File: src/rtl/loteria_sequenciador_if.sv
// rtl/loteria_sequenciador_if.sv - handshake/bus bundle between the bet front end and the lottery sequencer
interface loteria_sequenciador_if #(
  parameter int DIGIT_W = 4,
  parameter int CNT_W   = 5
);
  logic               cfg_we;
  logic [2:0]         cfg_idx;
  logic [DIGIT_W-1:0] cfg_val;
  logic [DIGIT_W-1:0] numero;
  logic               insere;
  logic               insere_rdy;
  logic               fim_jogo;
  logic [1:0]         premio;
  logic               premio_vld;
  logic [CNT_W-1:0]   p1;
  logic [CNT_W-1:0]   p2;
  logic               busy;
  logic               erro;

  modport master (
    output cfg_we, cfg_idx, cfg_val, numero, insere, fim_jogo,
    input  insere_rdy, premio, premio_vld, p1, p2, busy, erro
  );

  modport slave (
    input  cfg_we, cfg_idx, cfg_val, numero, insere, fim_jogo,
    output insere_rdy, premio, premio_vld, p1, p2, busy, erro
  );
endinterface

File: src/rtl/loteria_sequenciador.sv
// rtl/loteria_sequenciador.sv - sequences one lottery game: draw load, bet collection, prize classification
// Optional digit range check (0..9) enabled by defining LOTERIA_DIGIT_CHECK_EN.
module loteria_sequenciador #(
  parameter int NUM_DIGITS = 5,
  parameter int DIGIT_W    = 4,
  parameter int CNT_W      = 5,
  parameter logic [NUM_DIGITS*DIGIT_W-1:0] SORTEIO_INIT = 20'h53820
) (
  input logic                  clock,
  input logic                  reset,
  loteria_sequenciador_if.slave bus
);
  localparam int IDX_W = $clog2(NUM_DIGITS);
  localparam logic [IDX_W-1:0] LAST_IDX = IDX_W'(NUM_DIGITS - 1);
  localparam logic [IDX_W-1:0] RUN_N2   = IDX_W'(NUM_DIGITS - 2);
  localparam logic [IDX_W-1:0] RUN_N3   = IDX_W'(NUM_DIGITS - 3);

  typedef enum logic [1:0] {IDLE, COLLECT, EVAL, REPORT} state_t;

  state_t                             state_q;
  logic [0:NUM_DIGITS-1][DIGIT_W-1:0] draw_q, draw_d;
  logic [IDX_W-1:0]                   idx_q, run_q, max_run_q, run_d, max_run_d;
  logic                               last_hit_q;
  logic [1:0]                         premio_q, class_d;
  logic                               premio_vld_q, busy_q, rdy_q, erro_q;
  logic [CNT_W-1:0]                   p1_q, p2_q;
  logic                               accept, digit_ok, cfg_ok, hit;

`ifdef LOTERIA_DIGIT_CHECK_EN
  assign digit_ok = (bus.numero <= DIGIT_W'(9));
`else
  assign digit_ok = 1'b1;
`endif

  assign accept = bus.insere && rdy_q;
  assign cfg_ok = bus.cfg_we && (state_q == IDLE) && (32'(bus.cfg_idx) < NUM_DIGITS);

  // The draw write is folded in before the compare so a same-cycle position-0 write is seen.
  always_comb begin
    draw_d = draw_q;
    if (cfg_ok) draw_d[IDX_W'(bus.cfg_idx)] = bus.cfg_val;
    hit       = (bus.numero == draw_d[idx_q]);
    run_d     = hit ? run_q + IDX_W'(1) : '0;
    max_run_d = (run_d > max_run_q) ? run_d : max_run_q;
  end

  always_comb begin
    class_d = 2'b00;
    if ((max_run_q == LAST_IDX) || ((max_run_q == RUN_N2) && last_hit_q))
      class_d = 2'b01;
    else if (((max_run_q == RUN_N2) && !last_hit_q) || ((max_run_q == RUN_N3) && last_hit_q))
      class_d = 2'b10;
  end

  always_ff @(posedge clock or negedge reset) begin
    if (!reset) begin
      state_q      <= IDLE;
      draw_q       <= SORTEIO_INIT;
      idx_q        <= '0;
      run_q        <= '0;
      max_run_q    <= '0;
      last_hit_q   <= 1'b0;
      premio_q     <= 2'b00;
      premio_vld_q <= 1'b0;
      p1_q         <= '0;
      p2_q         <= '0;
      busy_q       <= 1'b0;
      rdy_q        <= 1'b1;
      erro_q       <= 1'b0;
    end else begin
      premio_vld_q <= 1'b0;
      erro_q       <= 1'b0;
      draw_q       <= draw_d;
      case (state_q)
        IDLE: begin
          if (accept) begin
            if (digit_ok) begin
              idx_q     <= IDX_W'(1);
              run_q     <= run_d;
              max_run_q <= max_run_d;
              busy_q    <= 1'b1;
              state_q   <= COLLECT;
            end else begin
              erro_q <= 1'b1;
            end
          end
        end
        COLLECT: begin
          // Abort wins over any digit offered in the same cycle.
          if (bus.fim_jogo) begin
            premio_q     <= 2'b00;
            premio_vld_q <= 1'b1;
            rdy_q        <= 1'b0;
            busy_q       <= 1'b0;
            state_q      <= REPORT;
          end else if (accept) begin
            if (!digit_ok) begin
              erro_q <= 1'b1;
            end else if (idx_q == LAST_IDX) begin
              last_hit_q <= hit;
              rdy_q      <= 1'b0;
              state_q    <= EVAL;
            end else begin
              idx_q     <= idx_q + IDX_W'(1);
              run_q     <= run_d;
              max_run_q <= max_run_d;
            end
          end
        end
        EVAL: begin
          premio_q     <= class_d;
          premio_vld_q <= 1'b1;
          busy_q       <= 1'b0;
          if (class_d == 2'b01 && p1_q != '1) p1_q <= p1_q + CNT_W'(1);
          if (class_d == 2'b10 && p2_q != '1) p2_q <= p2_q + CNT_W'(1);
          state_q      <= REPORT;
        end
        REPORT: begin
          idx_q      <= '0;
          run_q      <= '0;
          max_run_q  <= '0;
          last_hit_q <= 1'b0;
          rdy_q      <= 1'b1;
          state_q    <= IDLE;
        end
        default: state_q <= IDLE;
      endcase
    end
  end

  assign bus.insere_rdy = rdy_q;
  assign bus.premio     = premio_q;
  assign bus.premio_vld = premio_vld_q;
  assign bus.p1         = p1_q;
  assign bus.p2         = p2_q;
  assign bus.busy       = busy_q;
  assign bus.erro       = erro_q;
endmodule

File: src/flat_wrapper.sv
// flat-port wrapper written by rule: the top's interface ports become plain ports
module loteria_sequenciador_flat 
#(
  parameter int NUM_DIGITS = 5,
  parameter int DIGIT_W    = 4,
  parameter int CNT_W      = 5,
  parameter logic [NUM_DIGITS*DIGIT_W-1:0] SORTEIO_INIT = 20'h53820
)
  (clock, reset, bus_cfg_we, bus_cfg_idx, bus_cfg_val, bus_numero, bus_insere, bus_fim_jogo, bus_insere_rdy, bus_premio, bus_premio_vld, bus_p1, bus_p2, bus_busy, bus_erro);
  loteria_sequenciador_if #(.DIGIT_W(DIGIT_W), .CNT_W(CNT_W)) bus_i ();
  input logic clock;
  input logic reset;
  input wire logic [$bits(bus_i.cfg_we)-1:0] bus_cfg_we;
  input wire logic [$bits(bus_i.cfg_idx)-1:0] bus_cfg_idx;
  input wire logic [$bits(bus_i.cfg_val)-1:0] bus_cfg_val;
  input wire logic [$bits(bus_i.numero)-1:0] bus_numero;
  input wire logic [$bits(bus_i.insere)-1:0] bus_insere;
  input wire logic [$bits(bus_i.fim_jogo)-1:0] bus_fim_jogo;
  output wire logic [$bits(bus_i.insere_rdy)-1:0] bus_insere_rdy;
  output wire logic [$bits(bus_i.premio)-1:0] bus_premio;
  output wire logic [$bits(bus_i.premio_vld)-1:0] bus_premio_vld;
  output wire logic [$bits(bus_i.p1)-1:0] bus_p1;
  output wire logic [$bits(bus_i.p2)-1:0] bus_p2;
  output wire logic [$bits(bus_i.busy)-1:0] bus_busy;
  output wire logic [$bits(bus_i.erro)-1:0] bus_erro;
  assign bus_i.cfg_we = bus_cfg_we;
  assign bus_i.cfg_idx = bus_cfg_idx;
  assign bus_i.cfg_val = bus_cfg_val;
  assign bus_i.numero = bus_numero;
  assign bus_i.insere = bus_insere;
  assign bus_i.fim_jogo = bus_fim_jogo;
  assign bus_insere_rdy = bus_i.insere_rdy;
  assign bus_premio = bus_i.premio;
  assign bus_premio_vld = bus_i.premio_vld;
  assign bus_p1 = bus_i.p1;
  assign bus_p2 = bus_i.p2;
  assign bus_busy = bus_i.busy;
  assign bus_erro = bus_i.erro;
  loteria_sequenciador #(.NUM_DIGITS(NUM_DIGITS), .DIGIT_W(DIGIT_W), .CNT_W(CNT_W), .SORTEIO_INIT(SORTEIO_INIT)) u_core (.clock(clock), .reset(reset), .bus(bus_i));
endmodule
File: config.mk
export PLATFORM = sky130hd
export DESIGN_NAME = loteria_sequenciador_flat
export DESIGN_NICKNAME = d
export VERILOG_FILES = /design/src/rtl/loteria_sequenciador_if.sv /design/src/rtl/loteria_sequenciador.sv /design/src/flat_wrapper.sv
export SDC_FILE = /design/constraint.sdc
export NUM_CORES = 1
export LEC_CHECK = 0
export ABC_AREA = 1
export CORE_AREA = 8 8 76 128
export DETAILED_ROUTE_END_ITERATION = 12
export DIE_AREA = 0 0 84 136
export GPL_TIMING_DRIVEN = 0
export PLACE_DENSITY_LB_ADDON = 0.1
export SYNTH_ARGS = -nofsm -noshare
export SYNTH_HDL_FRONTEND = slang
export SYNTH_SLANG_ARGS = --single-unit
File: constraint.sdc
create_clock -name clock -period 4 [get_ports clock]
set_clock_uncertainty 0.05 [all_clocks]
set_input_delay 1 -clock clock [delete_from_list [all_inputs] [get_ports clock]]
set_output_delay 1 -clock clock [all_outputs]
set_load 0.02 [all_outputs]
Yosys cells after proc, flatten, opt, wreduce, memory -nomap -nowiden:

Index checks and enable logic that the tools add are counted.

* register bits: 47
* bits of input ports: 16
* output and inout bits: 16
* word-level logic and storage cells: 118

* add/subtract/negate cells: 4
* magnitude comparators: 5
* equality and inequality tests: 20
* muxes and demuxes: 46
* bitwise operators: 2
* reduce and logical (&&, ||, !) cells: 25

Operators with widths (number)
* two-way mux 3 bit: 14
* case mux 3 bit (3 select lines): 3
* bitwise mux 20 bit: 1
* two-way mux 20 bit: 1
* two-way mux 2 bit: 7
* binary-select mux 4 bit (select 3 bit): 1
* demux 4 bit (select 3 bit): 1
* two-way mux 4 bit: 3
* adder 5 x 1 -> 5 bit (second input constant): 2
* != test 5 bit (second input constant): 2
* logical AND 1 bit: 9
* two-way mux 1 bit: 9
* AND reduction 3 bit: 3
* greater-or-equal comparator 4 bit (second input constant): 2
* inverter 3 -> 4 bit: 2
* case mux 2 bit (4 select lines): 1
* adder 3 x 1 -> 3 bit (second input constant): 2
* == test 2 bit (second input constant): 3
* == test 3 x 2 -> 1 bit (second input constant): 2
* == test 3 bit (second input constant): 2
* != test 2 x 1 -> 1 bit (second input constant): 3
* != test 2 bit (second input constant): 3
* != test 3 x 2 -> 1 bit (second input constant): 2
* case mux 1 bit (2 select lines): 3
* other kinds (15): 21

Depth between registers and ports, before layout:

Gate-level depths: netlist of run 1.

* word-level depth: 18
* gate-level depth with buffers: 26
* depth with buffers taken out: 26

Least setup slack after synthesis of run 1:

Ideal clock, no wire load.

* kind: in2reg
* start point: in bus_cfg_idx[0]
* end point: reg u_core.max_run_q[0]
* setup time: 119 ps
* arrival: 3074 ps
* required time: 3831 ps
* setup slack: 757 ps
* cell stages on the path: 23
* buffers on the path: 1
* cell sequence: buf_2 inv_4 nand2_1 nor2_1 nand2_1 nand3_1 nand2_1 nor2_1 nand2_1 nand2_1 nand2_1 nand2_1 nand2_2 nor2_8 inv_2 a21oi_2 ha_1 a21oi_1 o21ai_0 a21oi_1 nor2_1 nand4_1 nand2_1

* longest elaborated chain between the ends: 18
* elaborated cells on any way between the ends: 22
* those cells by class: order compare (4); eq/ne (1); mux (14); bitwise (1); reduce/logical (2)

RTL lines
* from (decl): RTL line flat_wrapper.sv:14 `input wire logic [$bits(bus_i.cfg_idx)-1:0] bus_cfg_idx;`
* inverter 3 -> 4 bit (not written as such): RTL line loteria_sequenciador.sv:41 `if (cfg_ok) draw_d[IDX_W'(bus.cfg_idx)] = bus.cfg_val;`
* greater-or-equal comparator 4 bit (not written as such) or < comparator 4 x 1 -> 1 bit (tied branches): RTL line loteria_sequenciador.sv:41
* logical AND 1 bit (not written as such): RTL line loteria_sequenciador.sv:41
* two-way mux 4 bit (not written as such): RTL line loteria_sequenciador.sv:41
* demux 4 bit (select 3 bit): RTL line loteria_sequenciador.sv:41
* bitwise mux 20 bit: RTL line loteria_sequenciador.sv:41
* two-way mux 20 bit *: RTL line loteria_sequenciador.sv:41
* binary-select mux 4 bit (select 3 bit) *: RTL line loteria_sequenciador.sv:42 `hit = (bus.numero == draw_d[idx_q]);`
* two-way mux 4 bit (not written as such) * (2 in a row): RTL line loteria_sequenciador.sv:42
* == test 4 bit *: RTL line loteria_sequenciador.sv:42
* two-way mux 3 bit *: RTL line loteria_sequenciador.sv:43 `run_d = hit ? run_q + IDX_W'(1) : '0;`
* > comparator 3 bit: RTL line loteria_sequenciador.sv:44 `max_run_d = (run_d > max_run_q) ? run_d : max_run_q;`
* two-way mux 3 bit *: RTL line loteria_sequenciador.sv:44
* two-way mux 3 bit: RTL line loteria_sequenciador.sv:99 `end else if (idx_q == LAST_IDX) begin`
* two-way mux 3 bit: RTL line loteria_sequenciador.sv:96 `end else if (accept) begin`
* two-way mux 3 bit: RTL line loteria_sequenciador.sv:90 `if (bus.fim_jogo) begin`
* case mux 3 bit (3 select lines) *: RTL line loteria_sequenciador.sv:74 `case (state_q)`
* to (signal assigned): RTL line loteria_sequenciador.sv:80 `max_run_q <= max_run_d;`
* to (signal assigned): RTL line loteria_sequenciador.sv:106 `max_run_q <= max_run_d;`
* to (decl): RTL line loteria_sequenciador.sv:22 `logic [IDX_W-1:0] idx_q, run_q, max_run_q, run_d, max_run_d;`

Every way passes the cells marked *; elsewhere a longest branch is shown, timed or not. The select of a mux whose other input is x is not followed.
A chain may end at the register's enable or synchronous reset.

Worst setup path in the final report of run 1:

* start point: in bus_cfg_we
* end point: reg u_core.max_run_q[1]

* longest elaborated chain between the ends: 14
* elaborated cells on any way between the ends: 15
* those cells by class: order compare (1); eq/ne (1); mux (11); reduce/logical (2)

RTL lines
* from (decl): RTL line flat_wrapper.sv:13 `input wire logic [$bits(bus_i.cfg_we)-1:0] bus_cfg_we;`
* logical AND 1 bit * (2 in a row): RTL line loteria_sequenciador.sv:36 `assign cfg_ok = bus.cfg_we && (state_q == IDLE) && (32'(bus.cfg_idx) < NUM_DIGITS);`
* two-way mux 20 bit *: RTL line loteria_sequenciador.sv:41
* binary-select mux 4 bit (select 3 bit) *: RTL line loteria_sequenciador.sv:42
* two-way mux 4 bit (not written as such) * (2 in a row): RTL line loteria_sequenciador.sv:42
* == test 4 bit *: RTL line loteria_sequenciador.sv:42
* two-way mux 3 bit *: RTL line loteria_sequenciador.sv:43
* > comparator 3 bit: RTL line loteria_sequenciador.sv:44
* two-way mux 3 bit *: RTL line loteria_sequenciador.sv:44
* two-way mux 3 bit: RTL line loteria_sequenciador.sv:99
* two-way mux 3 bit: RTL line loteria_sequenciador.sv:96
* two-way mux 3 bit: RTL line loteria_sequenciador.sv:90
* case mux 3 bit (3 select lines) *: RTL line loteria_sequenciador.sv:74

Marks and branches as above.

==> results.yml, run 1 <==
synth:
  synthCells: 342
  synth-main-ff-cell: "dfrtp_1"
  synth_edf_count: 0
  synth_area_leaders: "dfrtp_1 37%, nand2_1 13%, ha_1 6.9%"
  synth.yosys.seq_area_share_pct: 43.6
  syn_avg_cell_area_um2: 7.94
  synth-async-reset-ratio_pct: 100
  synthMostInstantiatedCell: "nand2_1"
  synth_common_cells: "93 x nand2_1, 43 x inv_1, 40 x dfrtp_1"
  synth_cell_types: 36
  yosysWarningCount: 0
  syn_nets: 373
  synth_top_area_cell: "dfrtp_1"
  synth_area_mm2: 0.00272
  ys_ff_latch: 47
  synth_top_area_share_pct: 36.9
global_route:
  grt_pass1_wl_mm: 11.1
  grt_max_degree: 35
  grt_antenna_before_repair: 0
  grt-ovfl-total: 0
  grt_use_total_pct: 12.2
  grt_pass1_vias: 2294
placed_design:
  dpl_worst_slack_ns: -0.272
  place_congestion: 0.784
  dp_hpwl_mm: 5.13
  port_buffers: 29
floorplan:
  ios: 32
  dieArea_mm2: 0.0114
  start_util_pct: 33.5
  row_count: 44
  core_area_mm2: 0.00809
  die_h_um: 136
  fp.dieW_um: 84
routing:
  drt-total-wl_mm: 6.52
  antenna_left: 0
  viasPerCell: 4.72
  vias: 2282
  drtIter0Drc: 66
  drc: 0
  wl_per_cell_um: 13.5
  first_pass_iters: 4
worst_setup_path:
  path_cells: "clkdlybuf4s50_1 -> nand2_2 -> clkinv_4 -> nand3_2 -> nand2_1 -> nand3_1 -> nand2_1 -> nor2_1 -> nand2_1 -> nand3_1 -> nand2_1 -> inv_2 -> nand2_2 -> nor2_8 -> inv_2 -> a21oi_2 -> ha_1 -> a21oi_1 -> o21ai_0 -> a21oi_1 -> nor2_2 -> nand4_1 -> nand2_1"
  worst_ep_required_time_ns: 4.12
  crit_type: "in -> reg"
  cp.arrival_ns: 3.91
  crit_start: "bus_cfg_we"
  crit_fanout: 8
  cpPeakStageDelay_ns: 0.42
  ff2ff_path_depth: 24
  r2r_setup_slack_ns: 0.65
  worst_path_max_delay_cell: "clkdlybuf4s50_1"
  crit_path_end_kind: "register"
  r2r_start: "u_core.state_q[1]"
  rr_endpoint: "u_core.max_run_q[1]"
  cp-start-kind: "input port"
  critPathMostFrequentCell: "nand2_1"
  crit_path_end: "u_core.max_run_q[1]"
final_layout:
  multiInputGateArea_mm2: 0.00132
  layout-drive-gt1-share_pct: 15.1
  nets: 421
  regArea_mm2: 0.00118
  area_growth_pct: 26.4
  num-fill-cells: 842
  antenna_cells: 0
outcome:
  status: "complete, no violations"
sta:
  clock.fmax_mhz: 264
  setup_violations: 0
  relSlewSlack_pct: 48.9
  period_share_pct: 94.7
  finalHoldViolCount: 0
  hold-worst-slack_ns: 0.430
  layout_setup_ws_ns: 0.213
  setup_tns_ns: 0
  finalMaxSlewViolations: 0
  worst_pin_slew_ns: 0.747
  fin_crit_ns: 3.79
cts:
  htreeDepth: 2
  cts_root_buf: "clkbuf_16"
  cts_tree: "yes"
  clockBufferDepth: 2
  clk_pin_slew_ns: 0.07
  cts_buffers: 5
  cts_sinks: 47
  clk_latency_ns: 0.29
flow_run:
  drv_cap: 0
power_and_ir_drop:
  vdd_drop_max_mv: 0.311
  p_per_area_mw_per_mm2: 663
  p_leak_nw: 1.78
hold_path:
  hp-class: "reg -> reg"
flip-flops by register name (all words and copies together), names as in the netlist:
name,flops
u_core.bus.busy,1
u_core.bus.insere_rdy,1
u_core.bus.p1,5
u_core.bus.p2,5
u_core.bus.premio,2
u_core.bus.premio_vld,1
u_core.draw_q,20
u_core.idx_q,3
u_core.last_hit_q,1
u_core.max_run_q,3
u_core.run_q,3
u_core.state_q,2
metrics by stage:
| stage | cells | util (%) | cell area, um2 | power, mW |
|---|---|---|---|---|
| floorplan | 342 | - | 2720 | 1.42 |
| global placement | 463 | 38.6 | 3120 | 1.69 |
| detailed placement | 464 | 38.7 | 3140 | 1.70 |
| CTS | 472 | 41.1 | 3330 | 2.26 |
| global route | 483 | 42.4 | 3430 | 2.49 |
| finish | 483 | 42.4 | 3430 | 2.28 |
cells by family (layout without fill, tap and decap cells):
logic type                 after synthesis  count (layout)  share of synthesized area (%)
other                                    1               1                          0.138
and+or+nand+nor                        186             186                           32.4
muxes                                    2               2                          0.829
AOI/OAI and AO/OA                       26              26                           5.39
adders and majority gates               15              15                           6.91
xor gates and xnor gates                 8               8                           2.58
buffers and inverters                   57             106                           8.16
DFF                                     47              47                           43.6
cell usage in the layout, fill, tap and decap left out, types with 8 or more instances in the layout:
master,count
dfrtp_1,40
nand2_1,92
inv_1,42
nor2_1,23
buf_4,12
nand3_1,34
nand4_1,12
and2_1,8
o21ai_0,12
clkdlybuf4s50_1,26
inv_2,9
ha_1,15
timing repair:
item	4_1_cts	5_1_grt
hold buffers	0	0
gates resized for setup	0	8
setup endpoints to repair	0	3
buffers inserted	0	11
routing by layer:
metal / wire, um / GRT usage, % / part of all wire [%] / up-vias
met5: 0 / 0 / 0 / -
met4: 199 / 6.18 / 3.1 / 0
met3: 185 / 2.70 / 2.8 / 11
met2: 3620 / 23.1 / 56 / 30
met1: 2510 / 12.0 / 39 / 1059
li1: - / - / - / 1182
critical path, delay by kind of cell:
family / cells / cell delay (ns)
AOI/OAI and AO/OA: 4 / 0.58
adders and majority gates: 1 / 0.27
buffers and inverters: 4 / 0.64
and+or+nand+nor: 14 / 1.40
cell type report:
class,count,area share (%)
inverters,54,6.13
multi-input cells,238,38.4
plain buffers,3,0.474
flip-flops and latches,47,34.5
repair buffers,41,11.5
well taps,92,3.36
clock inverters,3,1.97
clock buffers,5,3.65
how the worst min path moves through the flow:
stage / startpoint / to / slack, ns / cells after the start
after floorplan: u_core.draw_q[14] / u_core.draw_q[14] / 0.39 / 2
after global placement: u_core.draw_q[14] / u_core.draw_q[14] / 0.41 / 2
after detailed placement: u_core.draw_q[19] / u_core.draw_q[19] / 0.42 / 2
after CTS: u_core.draw_q[19] / u_core.draw_q[19] / 0.43 / 2
after global routing: u_core.draw_q[19] / u_core.draw_q[19] / 0.44 / 2
final: u_core.draw_q[19] / u_core.draw_q[19] / 0.43 / 2
report_power, final:
| group | internal, mW | switching, mW |
|---|---|---|
| combinational | 0.362 | 0.644 |
| clock | 0.358 | 0.188 |
| sequential | 0.641 | 0.0835 |
Power figures use the tool's default switching activity.
==> run 2, diff against run 1 <==
--- a/config.mk
+++ b/config.mk
@@ -6,6 +6,7 @@
 export NUM_CORES = 1
 export LEC_CHECK = 0
 export ABC_AREA = 1
+export CAP_MARGIN = 10
 export CORE_AREA = 8 8 76 128
 export DETAILED_ROUTE_END_ITERATION = 12
 export DIE_AREA = 0 0 84 136
==> results of run 2 <==
Final layout, timing and power as in run 1 (identical DEF).
==> run 3, diff against run 2 <==
--- a/config.mk
+++ b/config.mk
@@ -7,9 +7,9 @@
 export LEC_CHECK = 0
 export ABC_AREA = 1
 export CAP_MARGIN = 10
-export CORE_AREA = 8 8 76 128
+export CORE_AREA = 10 10 78 130
 export DETAILED_ROUTE_END_ITERATION = 12
-export DIE_AREA = 0 0 84 136
+export DIE_AREA = 0 0 88 140
 export GPL_TIMING_DRIVEN = 0
 export PLACE_DENSITY_LB_ADDON = 0.1
 export SYNTH_ARGS = -nofsm -noshare
==> constraint.sdc (replaced) <==
create_clock -name clock -period 3.67 [get_ports clock]
set_clock_uncertainty 0.05 [all_clocks]
set_input_delay 0.9175 -clock clock [delete_from_list [all_inputs] [get_ports clock]]
set_output_delay 0.9175 -clock clock [all_outputs]
set_load 0.02 [all_outputs]
==> results.yml, run 3 (synthesized netlist as in run 1, its figures left out) <==
cts:
  hold_buffers: 0
  cts_tree: "yes"
  htreeDepth: 2
  cts_sinks: 47
  clk_pin_slew_ns: 0.06
  clk_latency_ns: 0.29
  cts_buffers: 5
  cts_root_buf: "clkbuf_16"
  clockBufferDepth: 2
sta:
  fin_crit_ns: 3.49
  clock.fmax_mhz: 287
  relSlewSlack_pct: 45.6
  rsz0062_at_grt: "false"
  setup_violations: 0
  finalHoldViolCount: 0
  hold-worst-slack_ns: 0.415
  period_share_pct: 95.0
  worst_pin_slew_ns: 0.796
  finalMaxSlewViolations: 0
  setup_tns_ns: 0
power_and_ir_drop:
  pwr-share-comb_pct: 47.3
  clock_power_share_pct: 19.0
  p_int_mw: 1.34
  seqPwrFrac_pct: 33.7
  p_leak_nw: 1.72
  switching_power_mw: 1.00
  p_per_area_mw_per_mm2: 696
  finalPower_mw: 2.34
  vdd_drop_max_mv: 0.303
  swShare_pct: 42.8
floorplan:
  row_count: 43
  dieArea_mm2: 0.0123
  ios: 32
  core_area_mm2: 0.00791
  die_h_um: 140
  start_util_pct: 34.3
  fp.dieW_um: 88
hold_path:
  holdCritStartpoint: "u_core.draw_q[14]"
  hp-class: "reg -> reg"
global_route:
  grt_pass1_vias: 2374
  grt-ovfl-total: 0
  grt_pass1_wl_mm: 11.4
  grt_max_degree: 29
  grt_use_total_pct: 11.8
  grt_antenna_before_repair: 0
final_layout:
  area_growth_pct: 24.0
  regMostFlops: "u_core.draw_q"
  nets: 415
  largest_reg_flops: 20
  layout_commonest_cell: "nand2_1"
  num-fill-cells: 840
  stdcell_count: 475
  antenna_cells: 0
  final_cell_mix: "90 x nand2_1, 43 x inv_1, 40 x dfrtp_1, 34 x nand3_1, 25 x clkdlybuf4s50_1"
  layout-drive-gt1-share_pct: 14.5
routing:
  vias: 2299
  antenna_left: 0
  drt-total-wl_mm: 6.99
  first_pass_iters: 4
  drtIter0Drc: 51
  wl_per_cell_um: 14.7
  drc: 0
  viasPerCell: 4.84
worst_setup_path:
  worst_ep_required_time_ns: 3.85
  r2r_start: "u_core.state_q[0]"
  crit_start: "bus_cfg_idx[1]"
  crit_fanout: 6
  crit_path_end_kind: "register"
  cp.arrival_ns: 3.67
  cp-start-kind: "input port"
  crit_type: "in -> reg"
placed_design:
  port_buffers: 29
  dp.cells: 462
  dp_hpwl_mm: 5.38
  place_congestion: 0.801
outcome:
  status: "complete, no violations"
flow_run:
  drv_cap: 0
-- run 3: changes by cell type in the layout (fill, tap and decap cells not counted), moves of 3 or more --
cell      previous run  this run
buf_4               12         4
clkbuf_1             1         4
nor2_1              23        20
nor2_2               1         4
-- run 3: path summary, 6_finish.rpt --
kind | endpoint | slack (ns) | cells after the start
min in group asynchronous | u_core.draw_q[17] | 0.55 | 1
setup / recovery | u_core.max_run_q[0] | 0.18 | 25
hold reg to reg | u_core.draw_q[14] | 0.42 | 2
hold / removal | u_core.draw_q[14] | 0.42 | 2
setup reg to reg | u_core.max_run_q[0] | 0.37 | 23
max in group asynchronous | u_core.draw_q[11] | 2.43 | 2
-- run 3: metrics by stage --
step	cell area (um2)	worst slack [ns]	utilization [%]
detailed placement	3130	-0.507	39.6
global placement	3120	-0.441	39.4
global route	3370	0.0134	42.6
CTS	3320	0.136	42.0
floorplan	2720	0.509	-
finish	3370	0.182	42.6
-- run 3: what timing repair did --
action,in CTS,in global routing
gates resized for setup,11,9
gates cloned,1,0
endpoints found under the setup margin,3,3
pin swaps,4,4
buffers inserted,3,1
-- run 3: critical path, cell delays in order --
cell and delay [ns]:
clkdlybuf4s15_1 0.26, nor2_4 0.26, buf_12 0.14, nand3_4 0.08, nand2_1 0.07, nand2_1 0.07
nor2_1 0.09, nor2_1 0.05, nand2_1 0.09, nand2_1 0.06, nand2_1 0.05, nand2_1 0.05
inv_2 0.05, nand2_2 0.08, nor2_8 0.12, inv_2 0.04, a21oi_2 0.13, ha_1 0.27
a21oi_1 0.15, o21ai_0 0.11, a21oi_1 0.21, nor2_2 0.08, inv_1 0.11, nand2_1 0.05
nand2_1 0.06
-- run 3: layer usage --
layer	routed length, um	vias to the layer above	share of wire (%)	global-route usage (%)
met2	3910	36	56	22.0
met3	278	16	4.0	3.08
met5	0	-	0	0
met1	2490	1075	36	10.5
met4	303	0	4.3	7.17
li1	-	1172	-	-
-- run 3: cell type report --
| cell class | count | area, um2 | share of cell area [%] |
|---|---|---|---|
| tap | 90 | 113 | 3.35 |
| multi-input combinational | 239 | 1370 | 40.6 |
| clock buffer | 8 | 136 | 4.05 |
| timing repair buffer | 34 | 342 | 10.1 |
| buffer | 3 | 16.3 | 0.483 |
| inverter | 54 | 208 | 6.17 |
| sequential | 47 | 1180 | 35.2 |
-- run 3: power by group through the flow --
stage | clock, mW | sequential [mW] | combinational [mW]
floorplan | 0 | 0.794 | 0.755
global placement | 0 | 0.796 | 1.05
detailed placement | 0 | 0.800 | 1.06
CTS | 0.465 | 0.792 | 1.10
global route | 0.480 | 0.809 | 1.27
finish | 0.445 | 0.790 | 1.11
